**src/rtl/seven_seg_reader_pkg.sv**
```systemverilog
// Shared definitions for the seven-segment reader: segment patterns, special codes,
// FSM state type and the decoder result payload.
package seven_seg_reader_pkg;

    localparam int unsigned SEG_W  = 7;
    localparam int unsigned CODE_W = 4;
    localparam int unsigned ERR_W  = 8;

    // Active-low patterns, bit 0 = segment a ... bit 6 = segment g
    localparam logic [SEG_W-1:0] SEG_0    = 7'b1000000;
    localparam logic [SEG_W-1:0] SEG_1    = 7'b1111001;
    localparam logic [SEG_W-1:0] SEG_2    = 7'b0100100;
    localparam logic [SEG_W-1:0] SEG_3    = 7'b0110000;
    localparam logic [SEG_W-1:0] SEG_4    = 7'b0011001;
    localparam logic [SEG_W-1:0] SEG_5    = 7'b0010010;
    localparam logic [SEG_W-1:0] SEG_6    = 7'b0000010;
    localparam logic [SEG_W-1:0] SEG_7    = 7'b1111000;
    localparam logic [SEG_W-1:0] SEG_8    = 7'b0000000;
    localparam logic [SEG_W-1:0] SEG_9    = 7'b0011000;
    localparam logic [SEG_W-1:0] SEG_DASH = 7'b0111111;
    localparam logic [SEG_W-1:0] SEG_BLANK = 7'h7F;

    localparam logic [CODE_W-1:0] DASH_CODE = 4'hA;
    localparam logic [CODE_W-1:0] BAD_CODE  = 4'hF;

    typedef enum logic [1:0] {
        EMPTY    = 2'd0,
        SETTLING = 2'd1,
        LOCKED   = 2'd2
    } state_t;

    typedef struct packed {
        logic [CODE_W-1:0] code;
        logic              ok;
    } decode_t;

endpackage

```
**src/rtl/seven_seg_pattern_decode.sv**
```systemverilog
// Combinational segment-pattern to digit-code lookup; unknown patterns map to BAD_CODE.
module seven_seg_pattern_decode
    import seven_seg_reader_pkg::*;
(
    input  logic [SEG_W-1:0] segments,
    output decode_t          result_c
);

    always_comb begin
        result_c.code = BAD_CODE;
        result_c.ok   = 1'b1;
        case (segments)
            SEG_0:    result_c.code = 4'd0;
            SEG_1:    result_c.code = 4'd1;
            SEG_2:    result_c.code = 4'd2;
            SEG_3:    result_c.code = 4'd3;
            SEG_4:    result_c.code = 4'd4;
            SEG_5:    result_c.code = 4'd5;
            SEG_6:    result_c.code = 4'd6;
            SEG_7:    result_c.code = 4'd7;
            SEG_8:    result_c.code = 4'd8;
            SEG_9:    result_c.code = 4'd9;
            SEG_DASH: result_c.code = DASH_CODE;
            default: begin
                result_c.code = BAD_CODE;
                result_c.ok   = 1'b0;
            end
        endcase
    end

endmodule

```
**src/rtl/seven_seg_reader.sv**
```systemverilog
// Sampling seven-segment decoder: accepts a pattern once it has been seen on
// STABLE_CNT consecutive strobes and reports its code with a one-cycle update pulse.
module seven_seg_reader
    import seven_seg_reader_pkg::*;
#(
    parameter int unsigned STABLE_CNT = 4
) (
    input  logic              clk,
    input  logic              rst,
    input  logic [SEG_W-1:0]  segments,
    input  logic              sample_en,
    output logic [CODE_W-1:0] digit,
    output logic              code_ok,
    output logic              locked,
    output logic              update,
    output logic [ERR_W-1:0]  err_cnt
);

    localparam int unsigned CNT_W = $clog2(STABLE_CNT + 1);
    localparam logic [CNT_W-1:0] CNT_ONE  = CNT_W'(1);
    localparam logic [CNT_W-1:0] CNT_DONE = CNT_W'(STABLE_CNT);
    localparam logic [ERR_W-1:0] ERR_MAX  = '1;

    state_t            state_q, state_d;
    logic [SEG_W-1:0]  cand_q, cand_d;
    logic [CNT_W-1:0]  cnt_q, cnt_d;
    logic [CODE_W-1:0] digit_q, digit_d;
    logic              code_ok_q, code_ok_d;
    logic              update_q, update_d;
    logic [ERR_W-1:0]  err_q, err_d;
    logic              match_c;
    decode_t           dec_c;

    // Decoding the live bus is equivalent to decoding cand on any accepting strobe
    seven_seg_pattern_decode u_decode (
        .segments (segments),
        .result_c (dec_c)
    );

    assign match_c = (state_q != EMPTY) && (segments == cand_q);

    always_comb begin
        state_d   = state_q;
        cand_d    = cand_q;
        cnt_d     = cnt_q;
        digit_d   = digit_q;
        code_ok_d = code_ok_q;
        update_d  = 1'b0;
        err_d     = err_q;
        // A matching strobe while locked changes nothing; every other strobe advances or restarts
        if (sample_en && !(state_q == LOCKED && match_c)) begin
            if (match_c) begin
                cnt_d = cnt_q + CNT_ONE;
            end else begin
                cand_d = segments;
                cnt_d  = CNT_ONE;
            end
            if (cnt_d == CNT_DONE) begin
                state_d   = LOCKED;
                digit_d   = dec_c.code;
                code_ok_d = dec_c.ok;
                update_d  = 1'b1;
                if (dec_c.code == BAD_CODE && err_q != ERR_MAX) begin
                    err_d = err_q + ERR_W'(1);
                end
            end else begin
                state_d = SETTLING;
            end
        end
    end

    always_ff @(posedge clk or posedge rst) begin
        if (rst) begin
            state_q   <= EMPTY;
            cand_q    <= SEG_BLANK;
            cnt_q     <= '0;
            digit_q   <= BAD_CODE;
            code_ok_q <= 1'b0;
            update_q  <= 1'b0;
            err_q     <= '0;
        end else begin
            state_q   <= state_d;
            cand_q    <= cand_d;
            cnt_q     <= cnt_d;
            digit_q   <= digit_d;
            code_ok_q <= code_ok_d;
            update_q  <= update_d;
            err_q     <= err_d;
        end
    end

    assign digit   = digit_q;
    assign code_ok = code_ok_q;
    assign locked  = (state_q == LOCKED);
    assign update  = update_q;
    assign err_cnt = err_q;

endmodule

```
**config.mk**
```make
export PLATFORM = sky130hd
export DESIGN_NAME = seven_seg_reader
export DESIGN_NICKNAME = d
export VERILOG_FILES = /design/src/rtl/seven_seg_reader_pkg.sv /design/src/rtl/seven_seg_pattern_decode.sv /design/src/rtl/seven_seg_reader.sv
export SDC_FILE = /design/constraint.sdc
export NUM_CORES = 1
export LEC_CHECK = 0
export ABC_AREA = 1
export CORE_ASPECT_RATIO = 0.7
export CORE_MARGIN = 2
export CORE_UTILIZATION = 50
export CTS_CLUSTER_SIZE = 25
export DETAILED_ROUTE_END_ITERATION = 8
export PLACE_DENSITY_LB_ADDON = 0.3
export SETUP_SLACK_MARGIN = 0.15
export SYNTH_ARGS = -nofsm -noshare
export SYNTH_HDL_FRONTEND = slang
export SYNTH_HIERARCHICAL = 1
export SYNTH_SLANG_ARGS = --single-unit
```
**constraint.sdc**
```tcl
create_clock -name clk -period 3.4 [get_ports clk]
set_clock_uncertainty 0.2 [all_clocks]
set_input_delay 0.51 -clock clk [delete_from_list [all_inputs] [get_ports clk]]
set_output_delay 0.51 -clock clk [all_outputs]
set_load 0.02 [all_outputs]
```
==> impl_results.md, run 1 <==
- Mapped cell area: 1705 um^2
- HP Start: digit[0]$_DFFE_PP1P_
- CP Max Fanout: 6
- Max stage delay on crit path: 0.60 ns
- Diode count: 0
- # rows: 17
- Most used cell, CP: nand2_1
- Routed via count: 1523
- Crit path kind: in2reg
- Htree depth: 1
- Crit end category: flop
- CP required: 3.42 ns
- R2R setup slack: 1.29 ns
- Seq. cell area: 664.4 um^2
- FF-to-FF End: err_cnt[1]$_DFFE_PP0P_
- Async set or reset register ratio after synthesis: 100.0%
- Clock Tree Buf Depth: 2
- Vias per inst: 4.730
- Layout Nets: 288
- Synth cell types: 24
- CP Cell Sequence: clkdlybuf4s50_1, inv_2, nand2_1, nor2_1, nand2_2, nand2_1, nor2_2, nand3_4, nand2_2, inv_1, nor3_1, o21ai_2, nor2_1, nand2_1, nor2_1, nand3_1, nand2_1
- Post-synth EDFFs: 0
- Detail Route Antenna Nets: 0
- Fillcell total: 282
- Worst Reg-to-Reg Cells: 11
- Logic pwr share: 14.6%
- Syn_nets: 260
- WHS Endpoint: digit[0]$_DFFE_PP1P_
- HPWL after DPL: 2.643 mm
- Flop pwr share: 48.3%
- Syn Inst Count: 248
- Slew Viols, Final: 0
- Largest net degree at the start of global routing: 26
- Final setup violation count: 0
- Hold buffer count at cts: 0
- Vias in the first global route: 1433
- Cell count of the worst hold path: 2
- Initial antenna violation count: 0
- Fin. Hold Viols: 0
- TritonRoute pass-1 iters: 4
- Cell area after layout: 2068 um^2
- Area occupied by multi-input gates: 860.8 um^2
- Cts bufs inserted: 3
- Die Y: 52.86 um
- Drt total wl: 3.392 mm
- Clk sink count: 26
- Leakage power: 1.101 nW
- GRT overflow: 0
- CP max stage cell: clkdlybuf4s50_1
- Reg2reg start: cand_q[2]$_DFFE_PP1P_
- DIE WIDTH: 73.81 um
- First-pass GRT wire length: 6.044 mm
- Top FF cell, synth: dfrtp_1
- Total core area: 3212 um^2
- Root Buffer: clkbuf_8
- #FFs+latches synth: 26
- Outcome: finished, final reports clean
- Area post-placement: 1997 um^2
- Port Buf Inserts: 24
- Starting Density: 53.10%
- Mapped Avg Cell Area: 6.877 um^2
- P_sw: 0.1737 mW
- Area grow syn2layout: 21.28%
- Post-cts repair resize count: 0
- Pwr/cell area: 335.2 nW/um^2
- Min Clock Period, post-route: 2.791 ns
- Fmax achieved: 358.3 MHz
- Setup_tns: 0 ns
- Nature of the critical path startpoint: input port
- TritonCTS clock tree: built
- Routability cong.: 0.9160
- Worst Path Arrival: 2.81 ns
- Clock power frac: 37.1%
- Residual DRC count: 0
- Max VDD drop: 0.3549 mV
- Max transition margin: 38.35%
- Register area share after synthesis: 38.96%
- Worst slew pin tran: 0.9237 ns
- GRT Total Usage: 20.03%
- Share of cells above drive strength 1: 16.36%
- Sw Ratio: 25.05%
- Ys Warns: 6
- # Max-Cap Violations: 0
- Cell internal pwr: 0.5196 mW
- Clock transition at the registers of the reported paths: 0.09 ns
- Iteration-0 DRC Markers: 63
- Die area: 3901 um^2
- Clock latency on the worst-skew pair: 0.27 ns
- RSZ-0062 raised after global routing: no
- HP Class: reg2reg
- Setup bufs post-CTS: 0
- Crit share post-route: 82.09%
- I/O pin count: 25
- WL/cell: 10.53 um
how the worst max path moves through the flow:
stage,slack [ns],to,cells after the start,start
after detailed placement,0.32,err_cnt[7]$_DFFE_PP0P_,17,segments[1]
after global placement,0.40,err_cnt[7]$_DFFE_PP0P_,17,segments[6]
final,0.61,err_cnt[7]$_DFFE_PP0P_,17,segments[6]
after CTS,0.59,err_cnt[7]$_DFFE_PP0P_,17,segments[1]
after floorplan,1.20,err_cnt[7]$_DFFE_PP0P_,15,segments[5]
after global routing,0.26,err_cnt[7]$_DFFE_PP0P_,17,segments[1]
cells in the mapped netlist, types with 3 or more instances:
| cell type | count | area [um^2] |
|---|---|---|
| nor2_4 | 3 | 33.78 |
| nand2_2 | 10 | 62.56 |
| inv_1 | 40 | 150.1 |
| dfstp_2 | 11 | 289.0 |
| nand3_1 | 19 | 95.09 |
| nor2_2 | 3 | 18.77 |
| nand2_1 | 87 | 326.6 |
| dfrtp_1 | 15 | 375.4 |
| o21ai_2 | 3 | 26.28 |
| nor2_1 | 26 | 97.59 |
| inv_2 | 4 | 15.01 |
| o21ai_0 | 10 | 50.05 |
layer usage:
| layer | GRT usage (%) | wire length (um) | share of wire [%] |
|---|---|---|---|
| met1 | 27.15 | 1673 | 49 |
| met2 | 33.93 | 1558 | 46 |
| met3 | 4.000 | 147 | 4.3 |
| met4 | 3.030 | 12 | 0.35 |
| met5 | 0 | 0 | 0 |
kinds of logic after synthesis:
family / synth area share, %
and+or+nand+nor: 42.99
buffers and inverters: 10.56
DFF: 38.96
AOI/OAI and AO/OA: 5.503
adders and majority gates: 1.467
xor gates and xnor gates: 0.5137
placed cells by master, fill, tap and decap left out, types with 2 or more instances in the layout:
| master | n |
|---|---|
| nor3_1 | 2 |
| nand2_1 | 87 |
| nand2_4 | 2 |
| nor2_1 | 26 |
| clkbuf_8 | 3 |
| inv_1 | 40 |
| clkdlybuf4s50_1 | 24 |
| o21ai_0 | 10 |
| ha_1 | 2 |
| nor2_2 | 3 |
| o21ai_1 | 2 |
| nand2_2 | 10 |
| dfstp_2 | 11 |
| dfrtp_1 | 15 |
| nor2_4 | 3 |
| inv_2 | 4 |
| nand3_1 | 19 |
| o21ai_2 | 3 |
metrics by stage:
| stage | utilization, % | hold WS (ns) | setup slack [ns] | std cells | total power [mW] |
|---|---|---|---|---|---|
| after detailed placement | 62.17 | 0.2575 | 0.3228 | 318 | 0.4419 |
| after global routing | 64.39 | 0.2802 | 0.2575 | 322 | 0.7256 |
| after global placement | 62.17 | 0.2612 | 0.4043 | 318 | 0.4386 |
| final | 64.39 | 0.2694 | 0.6091 | 322 | 0.6932 |
| after CTS | 64.39 | 0.2731 | 0.5865 | 322 | 0.6985 |
| after floorplan | - | 0.2724 | 1.200 | 248 | 0.4094 |
registers in the layout (all words and copies together), names as in the netlist:
| register | cells |
|---|---|
| cand_q | 7 |
| err_cnt | 8 |
| update | 1 |
| state_q | 2 |
| digit | 4 |
| cnt_q | 3 |
| code_ok | 1 |
power by group through the flow:
stage	Sequential (mW)	Combinational [mW]	Clock, mW
floorplan	0.339	0.0708	0
global placement	0.340	0.0987	0
detailed placement	0.341	0.101	0
CTS	0.335	0.102	0.261
global route	0.337	0.118	0.271
finish	0.335	0.101	0.257
worst max-delay path: cells and delay by family:
kind | cells | cell delay, ns
AOI/OAI and AO/OA | 1 | 0.14
buffers and inverters | 3 | 0.73
and+or+nand+nor | 13 | 1.43
cell type report:
class | instances | area share [%]
multi-input combinational | 176 | 41.62
sequential | 26 | 32.12
timing repair buffer | 25 | 11.98
inverter | 44 | 7.985
tap | 47 | 2.843
clock buffer | 3 | 1.996
clock inverter | 1 | 1.452
Note: power is estimated with default switching activity, not from simulation.
==> inputs of run 2 (changes only) <==
==> constraint.sdc (replaced) <==
create_clock -name clk -period 2.65 [get_ports clk]
set_clock_uncertainty 0.2 [all_clocks]
set_input_delay 0.3975 -clock clk [delete_from_list [all_inputs] [get_ports clk]]
set_output_delay 0.3975 -clock clk [all_outputs]
set_load 0.02 [all_outputs]
==> impl_results.md, run 2 (synthesis results as in run 1) <==
- Outcome: finished, final reports clean
- CP max stage cell: clkdlybuf4s15_1
- Met1 wire length: 1.851 mm
- Root Buffer: clkbuf_8
- Clock power frac: 28.2%
- Area grow syn2layout: 28.17%
- P_sw: 0.2236 mW
- CP required: 2.66 ns
- Share of cells above drive strength 1: 22.45%
- Routed via count: 1634
- Vias in the first global route: 1510
- Reg2reg start: cand_q[2]$_DFFE_PP1P_
- R2R setup slack: 0.64 ns
- Crit end category: flop
- Cts bufs inserted: 3
- Fmax achieved: 431.8 MHz
- Layout Nets: 307
- HP Class: in2async
- Crit share post-route: 87.39%
- Worst Reg-to-Reg Cells: 11
- Logic pwr share: 18.6%
- Drt total wl: 3.791 mm
- CP top delay family: simple AND/OR/NAND/NOR gates
- GRT overflow: 0
- DIE WIDTH: 73.81 um
- HPWL after DPL: 2.999 mm
- WL/cell: 11.12 um
- # Max-Cap Violations: 0
- Crit path kind: in2reg
- Largest net degree at the start of global routing: 27
- CP Max Fanout: 6
- Met2 wire length: 1.780 mm
- Starting Density: 53.10%
- Max reg flops: 8
- Setup WS pre-CTS: -0.2875 ns
- Most common cell after layout, fill and taps aside: nand2_1
- Fin. Hold Viols: 0
- Final setup violation count: 0
- Min Clock Period, post-route: 2.316 ns
- Clock transition at the registers of the reported paths: 0.08 ns
- GRT Total Usage: 21.59%
- Vias per inst: 4.792
- Slew Viols, Final: 0
- RSZ-0062 raised after global routing: no
- Residual DRC count: 0
- CP Cell Sequence: clkdlybuf4s15_1, inv_1, nand2_2, nor2_1, nand2_2, nand2_1, nor2_2, nand3_4, nand2_2, inv_1, nor3_2, o21ai_2, nor2_1, nand2_1, nor2_1, nand3_1, nand2_1
- Total core area: 3212 um^2
- Max VDD drop: 0.2651 mV
- I/O pin count: 25
- Buffer and inverter count on the worst path: 3
- Pwr/cell area: 370.5 nW/um^2
- Flop pwr share: 53.1%
- Worst slew pin tran: 0.3280 ns
- Clock latency on the worst-skew pair: 0.27 ns
- Clk sink count: 26
- Iteration-0 DRC Markers: 95
- Initial antenna violation count: 0
- Htree depth: 1
- Clock Tree Buf Depth: 2
- Worst Path Arrival: 2.33 ns
- Most frequent cells in the layout: 87 x nand2_1, 40 x inv_1, 26 x nor2_1
- Sw Ratio: 27.61%
- # rows: 17
- Max stage delay on crit path: 0.31 ns
- Setup bufs post-CTS: 0
- Die Y: 52.86 um
- Nature of the critical path startpoint: input port
- TritonRoute pass-1 iters: 4
- Diode count: 0
- Cell internal pwr: 0.5863 mW
- Die area: 3901 um^2
- Routability cong.: 0.8879
- First-pass GRT wire length: 6.430 mm
- Port Buf Inserts: 24
- FF-to-FF End: err_cnt[1]$_DFFE_PP0P_
- Max layer used: met4
- Slack of the critical path: 0.3342 ns
- Fillcell total: 300
- Detail Route Antenna Nets: 0
- Overall power: 0.8098 mW
- Hold buffer count at cts: 0
- TritonCTS clock tree: built
- Max transition margin: 78.14%
- Leakage power: 1.188 nW
- WL met3: 144 um
-- run 2: cell count changes in the layout (fill, tap and decap cells not counted) --
cell / delta
nand3_1: -1
nand3_2: +1
buf_4: +19
clkdlybuf4s50_1: -7
nor3_2: +1
nor3_1: -1
clkdlybuf4s15_1: +3
clkbuf_1: +1
clkbuf_2: +1
bufinv_16: -1
dlygate4sd2_1: +3
-- run 2: final cells by class --
class	count	area, um^2	area share [%]
multi-input cells	176	870.8	39.84
flip-flops and latches	26	664.4	30.39
repair buffers	44	381.6	17.46
inverters	44	165.2	7.556
well taps	47	58.81	2.690
clock buffers	4	45.04	2.061
-- run 2: timing repair --
action,4_1_cts,5_1_grt
endpoints found under the setup margin,8,2
hold endpoints to repair,0,0
gates resized for setup,8,6
-- run 2: worst max path at each step --
stage,start,end,depth (start not counted)
finish,segments[1],err_cnt[7]$_DFFE_PP0P_,17
global route,segments[6],err_cnt[7]$_DFFE_PP0P_,17
CTS,segments[1],err_cnt[7]$_DFFE_PP0P_,17
detailed placement,segments[1],err_cnt[7]$_DFFE_PP0P_,17
global placement,segments[1],err_cnt[7]$_DFFE_PP0P_,17
floorplan,segments[5],err_cnt[7]$_DFFE_PP0P_,15
-- run 2: layer usage --
layer  vias to the layer above  global-route usage (%)
li1                        845                       -
met1                       758                   29.09
met2                        29                   37.05
met3                         2                   4.571
met4                         0                   2.424
met5                         -                       0
-- run 2: power groups by stage --
stage | clock network [mW] | logic, mW | registers (mW)
after detailed placement | 0 | 0.153 | 0.437
after CTS | 0.232 | 0.151 | 0.430
after global placement | 0 | 0.147 | 0.436
after floorplan | 0 | 0.0908 | 0.434
after global routing | 0.248 | 0.170 | 0.432
final | 0.229 | 0.151 | 0.430
-- run 2: per-stage QoR --
step	util, %	hold WS [ns]	instance area [um^2]	setup TNS [ns]	std cells
2_1_floorplan	-	0.2294	1705	0	248
3_3_place_gp	66.61	0.2583	2140	-0.9921	337
3_5_place_dp	66.61	0.2558	2140	-1.875	337
4_1_cts	67.90	0.2700	2181	0	341
5_1_grt	68.06	0.2936	2186	0	341
6_report	68.06	0.2659	2186	0	341
-- run 2: worst min-delay path, cell delays in order --
cell             delay, ns
clkdlybuf4s50_1       0.39
inv_1                 0.05
buf_4                 0.30
